$ cat src/rtl/eth_tx_arbiter.sv
// Packet-granular two-port arbiter feeding one 64-bit MAC TX stream.
// Weighted round-robin grant, MTU truncation, one registered output stage and status counters.
module eth_tx_arbiter #(
    parameter int MTU     = 10,
    parameter int WEIGHT0 = 4,
    parameter int WEIGHT1 = 1,
    parameter int CNT_W   = 32
) (
    input  logic             clk,
    input  logic             reset_n,
    input  logic [63:0]      s0_tdata,
    input  logic [3:0]       s0_tuser,
    input  logic             s0_tlast,
    input  logic             s0_tvalid,
    output logic             s0_tready,
    input  logic [63:0]      s1_tdata,
    input  logic [3:0]       s1_tuser,
    input  logic             s1_tlast,
    input  logic             s1_tvalid,
    output logic             s1_tready,
    output logic [63:0]      m_tdata,
    output logic [3:0]       m_tuser,
    output logic             m_tlast,
    output logic             m_tvalid,
    input  logic             m_tready,
    output logic [CNT_W-1:0] pkt_cnt0,
    output logic [CNT_W-1:0] pkt_cnt1,
    output logic [CNT_W-1:0] trunc_cnt,
    output logic [1:0]       active_port
);

    typedef enum logic [2:0] {IDLE, PASS0, PASS1, DROP0, DROP1} state_t;

    state_t             state_q, state_d;
    logic               last_q;
    logic [3:0]         cons_cnt_q;
    logic [MTU-1:0]     beat_cnt_q;
    logic [63:0]        m_tdata_q;
    logic [3:0]         m_tuser_q;
    logic               m_tlast_q;
    logic               m_tvalid_q;
    logic [CNT_W-1:0]   pkt_cnt0_q, pkt_cnt1_q, trunc_cnt_q;

    logic               both_req, grant_vld, grant1, stay;
    logic [3:0]         last_weight;
    logic               load_en, sel, pass, drop, rdy, acc;
    logic [63:0]        in_data;
    logic [3:0]         in_user;
    logic               in_last, in_valid, at_max, trunc, pkt_done;

    // Grant decision used only in IDLE. A zero count means nothing has been
    // served yet, so the pointer alone decides and port 0 wins the first tie.
    assign both_req    = s0_tvalid && s1_tvalid;
    assign grant_vld   = s0_tvalid || s1_tvalid;
    assign last_weight = last_q ? 4'(WEIGHT1) : 4'(WEIGHT0);
    assign stay        = (cons_cnt_q != 4'd0) && (cons_cnt_q < last_weight);
    assign grant1      = both_req ? (stay ? last_q : !last_q) : s1_tvalid;

    always_ff @(posedge clk or negedge reset_n) begin
        if (!reset_n) state_q <= IDLE;
        else          state_q <= state_d;
    end

    always_comb begin
        // NOTE: every comb output gets a default first so no latch is inferred.
        state_d = state_q;
        case (state_q)
            IDLE:         if (grant_vld) state_d = grant1 ? PASS1 : PASS0;
            PASS0, PASS1: if (acc && in_last) state_d = IDLE;
                          else if (trunc) state_d = sel ? DROP1 : DROP0;
            DROP0, DROP1: if (acc && in_last) state_d = IDLE;
            default:      state_d = IDLE;
        endcase
    end

    always_comb begin
        sel         = (state_q == PASS1) || (state_q == DROP1);
        pass        = (state_q == PASS0) || (state_q == PASS1);
        drop        = (state_q == DROP0) || (state_q == DROP1);
        load_en     = !m_tvalid_q || m_tready;
        rdy         = pass ? load_en : drop;
        s0_tready   = rdy && !sel;
        s1_tready   = rdy && sel;
        in_valid    = sel ? s1_tvalid : s0_tvalid;
        in_data     = sel ? s1_tdata  : s0_tdata;
        in_user     = sel ? s1_tuser  : s0_tuser;
        in_last     = sel ? s1_tlast  : s0_tlast;
        acc         = rdy && in_valid;
        at_max      = (beat_cnt_q == '1);
        trunc       = pass && acc && at_max && !in_last;
        pkt_done    = pass && acc && (in_last || at_max);
        active_port = {sel && (pass || drop), !sel && (pass || drop)};
    end

    always_ff @(posedge clk or negedge reset_n) begin
        if (!reset_n) begin
            last_q     <= 1'b1;
            cons_cnt_q <= '0;
        end else if (state_q == IDLE && grant_vld) begin
            // NOTE: sequential state always uses non-blocking assignment.
            last_q <= grant1;
            if (grant1 != last_q)  cons_cnt_q <= 4'd1;
            else if (both_req)     cons_cnt_q <= cons_cnt_q + 4'd1;
        end
    end

    // Output data is reset too, since the MAC-facing flops must read 0 in reset.
    always_ff @(posedge clk or negedge reset_n) begin
        if (!reset_n) begin
            beat_cnt_q <= '0;
            m_tdata_q  <= '0;
            m_tuser_q  <= '0;
            m_tlast_q  <= 1'b0;
            m_tvalid_q <= 1'b0;
        end else begin
            if (pass && acc) begin
                beat_cnt_q <= (in_last || at_max) ? '0 : beat_cnt_q + 1'b1;
                m_tdata_q  <= in_data;
                m_tuser_q  <= trunc ? 4'd0 : in_user;
                m_tlast_q  <= in_last || trunc;
                m_tvalid_q <= 1'b1;
            end else if (m_tready) begin
                m_tvalid_q <= 1'b0;
            end
        end
    end

    always_ff @(posedge clk or negedge reset_n) begin
        if (!reset_n) begin
            pkt_cnt0_q  <= '0;
            pkt_cnt1_q  <= '0;
            trunc_cnt_q <= '0;
        end else begin
            if (pkt_done && !sel) pkt_cnt0_q  <= pkt_cnt0_q + 1'b1;
            if (pkt_done && sel)  pkt_cnt1_q  <= pkt_cnt1_q + 1'b1;
            if (trunc)            trunc_cnt_q <= trunc_cnt_q + 1'b1;
        end
    end

    assign m_tdata   = m_tdata_q;
    assign m_tuser   = m_tuser_q;
    assign m_tlast   = m_tlast_q;
    assign m_tvalid  = m_tvalid_q;
    assign pkt_cnt0  = pkt_cnt0_q;
    assign pkt_cnt1  = pkt_cnt1_q;
    assign trunc_cnt = trunc_cnt_q;

endmodule

$ cat config.mk
export PLATFORM = sky130hd
export DESIGN_NAME = eth_tx_arbiter
export DESIGN_NICKNAME = d
export VERILOG_FILES = /design/src/rtl/eth_tx_arbiter.sv
export SDC_FILE = /design/constraint.sdc
export NUM_CORES = 1
export LEC_CHECK = 0
export ABC_AREA = 1
export ABC_CLOCK_PERIOD_IN_PS = 2000
export BUFFER_PORTS_ARGS = -buffer_cell sky130_fd_sc_hd__buf_2
export CELL_PAD_IN_SITES_DETAIL_PLACEMENT = 0
export CELL_PAD_IN_SITES_GLOBAL_PLACEMENT = 1
export CORE_ASPECT_RATIO = 0.6
export CORE_UTILIZATION = 33
export DETAILED_ROUTE_END_ITERATION = 6
export GPL_ROUTABILITY_DRIVEN = 0
export PLACE_DENSITY = 0.82
export SETUP_SLACK_MARGIN = 0.15
export SLEW_MARGIN = 20
export SYNTH_ARGS = -nofsm -noshare
export SYNTH_HDL_FRONTEND = slang
export SYNTH_SLANG_ARGS = --single-unit
$ cat constraint.sdc
create_clock -name clk -period 2 [get_ports clk]
set_clock_uncertainty 0.05 [all_clocks]
set_input_delay 0.5 -clock clk [delete_from_list [all_inputs] [get_ports clk]]
set_output_delay 0.5 -clock clk [all_outputs]
set_load 0.01 [all_outputs]
==> impl_metrics.ini, run 1 <==
[placed_design]
place_area_mm2 = 0.01292
io_buffers = 312
dp_hpwl_um = 25600
dp.cells = 2129

[logic_synthesis]
ys_ff_latch = 184
synth_cells = 1378
yosysWarnings = 0
ys_top_cells_by_area = dfrtp_1, nand2_1, nor2_1
ys_dominant_reg_cell = dfrtp_1
syn_avg_cell_area_um2 = 7.482
synth_area_mm2 = 0.01031
seq_area_frac_synth = 0.4467
synth-edff-count = 0
synthArstFlopShare = 1.000
synth.top_cell.area_share = 0.4442
syn_nets = 1528
ys_types = 34
yosysTopAreaCell = dfrtp_1
synth_most_common_cell = nand2_1
synth_commonest_cells = nand2_1, nor2_1, dfrtp_1

[critical_path]
crit_start = state_q[2]
worst_ep_arrival_time_ps = 1660
cp-end-kind = primary output
crit_fanout = 5
crit_chain = inv_2 > nand3_4 > nand2_4 > buf_12 > clkinv_8 > a21oi_4 > buf_6
timing.critical_path.to = s1_tready
regToRegSetupSlack_ps = -160
r2r_cells = 15
rr_endpoint = trunc_cnt[26]
critPathLaunchType = register
critical_path_class = register to primary output
critical-path-slowest-cell = dfrtp_2
r2r_start = state_q[2]
cp.required_ps = 1450
max_stage_delay_ps = 490

[route]
met3_length_um = 3141
ant_nets = 0
firstDrtPassIters = 5
top_layer_used = met5
finalWirelength_um = 38890
wire_per_inst_um = 17.45
vias_per_cell = 4.989
route.met2.wl_um = 16780
met1Wirelength_um = 18540
drtIter0Drc = 838
drcViolationCount = 0
vias = 11120

[die]
core_area_mm2 = 0.03035
ioPinCount = 313
row_count = 49
initial_utilization = 0.3397
die_x_um = 230.2
chipHeight_um = 138.9
dieArea_mm2 = 0.03198

[final_layout]
area_growth_pct = 51.40
fin_nets = 1957
stdcell_area_mm2 = 0.01561
drive_above_1_share = 0.3412
instances_no_fill = 2229

[power]
leakagePower_nw = 7.897
irDropWorstVdd_uv = 721.9
p_per_area_mw_per_mm2 = 1389

[clock_tree]
clkTransAtPathRegs_ps = 70
clk_path_buf_depth = 2
clk_latency_ps = 460
h-tree-depth = 4
cts_tree = done
cts.sinks = 184
ctsRootBufferMaster = clkbuf_16
cts_buffers = 17

[timing]
worstMarginPinSlew_ps = 547.6
setup_ws_ps = -214.8
rsz0062_at_grt = true
slew_violations = 0
period_needed_ps = 2215
final.period_utilization = 1.107
finalHoldViolCount = 0
setup_viol = 136
slew_headroom = 0.6316
max_freq_mhz = 451.5

[flow_run]
max_cap_viol_count = 0

[global_route]
grt_pass1_wl_um = 60710
grt_max_degree = 63
grt_pass1_vias = 10690
track_usage = 0.2435
grt-ovfl-total = 0
antenna_found_initial = 2

[hold_path]
hold_path.class = primary input to register

[outcome]
violations = negative setup slack
status = complete, but fails checks
-- area by class of cell --
type	count	area [um2]
fill	2895	14740
multi-input combinational	1026	5779
sequential	184	4612
timing repair buffer	462	3659
tap	408	510.5
inverter	116	465.4
clock buffer	21	460.4
clock inverter	11	120.1
antenna	1	2.502
-- metal layers --
layer / up-vias / track usage
met3: 35 / 0.06312
met2: 447 / 0.3508
met4: 2 / 0.05507
met1: 5319 / 0.3614
met5: - / 0
li1: 5318 / -
-- report_power, final --
| group | internal, mW | total [mW] | leakage (nW) | switching [mW] |
|---|---|---|---|---|
| logic | 5.47 | 12.1 | 5.37 | 6.60 |
| clock network | 1.91 | 3.50 | 0.280 | 1.59 |
| registers | 4.97 | 6.11 | 2.25 | 1.14 |
| total | 12.3 | 21.7 | 7.90 | 9.34 |
-- worst max-delay path: cells and delay by family, from the launching register on --
kind,cells,cell delay [ps]
AO/OA/AOI/OAI,1,110
flip-flops,1,490
buffers and inverters,4,400
AND/OR/NAND/NOR,2,210
-- state kept, by name, indices dropped and copies added (netlist names) --
signal and count:
m_tuser 4, pkt_cnt1 32, m_tlast 1, pkt_cnt0 32, m_tdata 64, cons_cnt_q 4, last_q 1, trunc_cnt 32
m_tvalid 1, state_q 3, beat_cnt_q 10
-- what timing repair did --
| item | 4_1_cts | 5_1_grt |
|---|---|---|
| setup buffers | 28 | 11 |
| setup endpoints to repair | 160 | 187 |
| hold endpoints to repair | 30 | 0 |
| gates resized for setup | 234 | 37 |
| pin swaps | 20 | 22 |
| hold buffers | 1 | 0 |
| gates cloned | 25 | 2 |
-- worst min-delay path by stage --
stage / from / endpoint / slack [ps] / depth (start not counted)
after floorplan: reset_n / beat_cnt_q[0] / 150 / 0
after global placement: reset_n / pkt_cnt0[13] / 400 / 1
after detailed placement: reset_n / pkt_cnt0[14] / 400 / 1
after CTS: s1_tdata[31] / m_tdata[31] / 270 / 3
after global routing: s1_tdata[21] / m_tdata[21] / 290 / 3
final: s1_tdata[41] / m_tdata[41] / 290 / 3
-- cells in the final DEF (no fill, tap or decap), types with 19 or more instances in the layout --
| master | netlist | final |
|---|---|---|
| xor2_1 | 77 | 77 |
| nand3_1 | 69 | 62 |
| nor2_1 | 232 | 221 |
| nand2_4 | 1 | 23 |
| buf_4 | 7 | 75 |
| nand4_1 | 28 | 28 |
| o31ai_4 | 0 | 20 |
| o31ai_1 | 66 | 20 |
| dfrtp_1 | 183 | 178 |
| buf_12 | 0 | 19 |
| buf_2 | 21 | 308 |
| inv_1 | 111 | 107 |
| nor3_1 | 51 | 50 |
| o21ai_1 | 11 | 31 |
| clkbuf_16 | 0 | 19 |
| buf_16 | 0 | 26 |
| buf_6 | 5 | 27 |
| nand2_1 | 401 | 366 |
| o31ai_2 | 0 | 26 |
-- stage by stage --
step             util  hold WS (ps)  setup WS, ps  TNS, ps  power [mW]
2_1_floorplan       -         154.4         133.9        0       10.69
3_3_place_gp   0.4257         398.8        -92.79    -3207       13.95
3_5_place_dp   0.4257         402.2        -137.6    -5026       14.06
4_1_cts        0.5054         267.1        -193.5   -11370       21.21
5_1_grt        0.5143         285.6        -277.1   -25520       23.05
6_report       0.5143         288.6        -214.8    -9523       21.69
-- cell families (layout without fill, tap and decap cells) --
family	count (synthesis)	count (layout)	share of synthesized area
xor+xnor	82	82	0.06966
flops	184	184	0.4467
other cells	0	1	0
fa+ha+maj	7	7	0.008495
buf+inv	168	610	0.06990
compound gates	134	134	0.08289
simple gates	803	803	0.3223
(Power assumes the default switching activity.)
==> run 2, diff against run 1 <==
Settings changed: REMOVE_ABC_BUFFERS from default to 1.
==> run 2 against run 1 <==
Compared with the run above:
- the flow still finishes with violations (negative setup slack)
- total power up 12%
- via count up 1.4%
- clock power up 5%
- critical path type unchanged
- highest routed layer is now met4
==> impl_metrics.ini, run 2 (synthesized netlist as in run 1, its figures left out) <==
[clock_tree]
ctsRootBufferMaster = clkbuf_16
cts.sinks = 184
cts_buffers = 17
clk_latency_ps = 460
h-tree-depth = 4
cts_tree = done
clk_path_buf_depth = 2
clkTransAtPathRegs_ps = 80

[timing]
final.setup.tns_ps = -23740
setup_viol = 176
slew_violations = 0
worstMarginPinSlew_ps = 694.7
setup_ws_ps = -252.2
slew_headroom = 0.5333
finalHoldViolCount = 0
rsz0062_at_grt = true
max_freq_mhz = 444.0
period_needed_ps = 2252
final.period_utilization = 1.126

[route]
firstDrtPassIters = 5
drtIter0Drc = 736
wire_per_inst_um = 18.21
vias = 11280
vias_per_cell = 5.056
ant_nets = 0
drcViolationCount = 0
finalWirelength_um = 40630

[critical_path]
critPathLaunchType = register
cp.required_ps = 1450
r2r_start = state_q[0]
crit_fanout = 4
critical_path_class = register to primary output
cp-end-kind = primary output
regToRegSetupSlack_ps = -230
rr_endpoint = trunc_cnt[21]
worst_ep_arrival_time_ps = 1700
r2r_cells = 15

[die]
die_x_um = 230.2
initial_utilization = 0.3397
ioPinCount = 313
dieArea_mm2 = 0.03198
chipHeight_um = 138.9
core_area_mm2 = 0.03035
row_count = 49

[power]
p_seq_frac = 0.260
switching_share = 0.4431
pwr-share-comb = 0.588
p_per_area_mw_per_mm2 = 1424
power.switching_mw = 10.75
leakagePower_nw = 8.585
irDropWorstVdd_uv = 862.2
clkPwrFrac = 0.152
intPower_mw = 13.51

[hold_path]
min_to = m_tdata[27]
hold_path.class = primary input to register
hp-start = s1_tdata[27]
min_path_cells = 3

[final_layout]
fin_nets = 1956
largest_reg_flops = 64
utilization = 0.5616
layout_common_cells = buf_2, nand2_1, nor2_1
drive_above_1_share = 0.4354
final_common_cell = buf_2
area_growth_pct = 65.32

[global_route]
grt-ovfl-total = 0
antenna_found_initial = 4
track_usage = 0.2377
grt_max_degree = 52
grt_pass1_vias = 10600
grt_pass1_wl_um = 58900

[flow_run]
max_cap_viol_count = 0

[outcome]
status = complete, but fails checks
violations = negative setup slack

[placed_design]
place_ws_ps = -109.5
io_buffers = 312
dp_hpwl_um = 25490
[run 2: how the worst max path moves through the flow]
stage	from	to	cells past startpoint
6_report	state_q[1]	s0_tready	9
5_1_grt	state_q[1]	s0_tready	9
4_1_cts	state_q[1]	s1_tready	8
3_5_place_dp	m_tready	trunc_cnt[15]	12
3_3_place_gp	m_tready	trunc_cnt[8]	12
2_1_floorplan	state_q[1]	trunc_cnt[13]	12
[run 2: worst max-delay path, stage by stage, from the launching register on]
cell and delay, ps:
dfrtp_1 430, a21oi_2 190, buf_4 140, inv_2 40
nand2_4 70, nand2_4 60, buf_6 120, nand2_2 50
inv_2 40, buf_6 110
[run 2: metal layers]
layer,part of all wire,up-vias,GRT usage
met1,0.45,5518,0.3317
met2,0.46,390,0.3570
met4,0.020,0,0.07947
li1,-,5326,-
met3,0.069,45,0.06086
met5,0,-,0
[run 2: cell type report]
cell class                 instances  area (um2)
antenna                            4       10.01
timing repair buffer             461        3905
clock inverter                    12       166.4
clock buffer                      20       456.7
multi-input combinational       1026        6925
fill                            2748       13300
tap                              408       510.5
sequential                       184        4608
inverter                         116       461.7
[run 2: stage by stage]
step / cells / area, um2 / power (mW) / hold slack (ps)
after CTS: 2198 / 15030 / 20.89 / 264.7
after global routing: 2231 / 17040 / 25.59 / 307.0
after global placement: 2121 / 12850 / 13.94 / 405.0
after floorplan: 1326 / 10020 / 10.38 / 154.4
final: 2231 / 17040 / 24.27 / 307.5
after detailed placement: 2121 / 12850 / 14.07 / 415.2
[run 2: power by group through the flow]
stage	Combinational [mW]	Sequential, mW	Clock [mW]
6_report	14.3	6.31	3.68
5_1_grt	15.2	6.46	3.89
4_1_cts	11.1	6.02	3.74
3_5_place_dp	8.06	6.01	0
3_3_place_gp	7.94	6.00	0
2_1_floorplan	4.00	6.38	0
[run 2: what timing repair did]
action                                 4_1_cts  5_1_grt
endpoints found under the hold margin       42        0
gates resized for setup                    184      379
gates cloned                                22       15
setup endpoints to repair                  153      187
pin swaps                                   13       56
hold buffers                                 1        0
setup buffers                               22       14
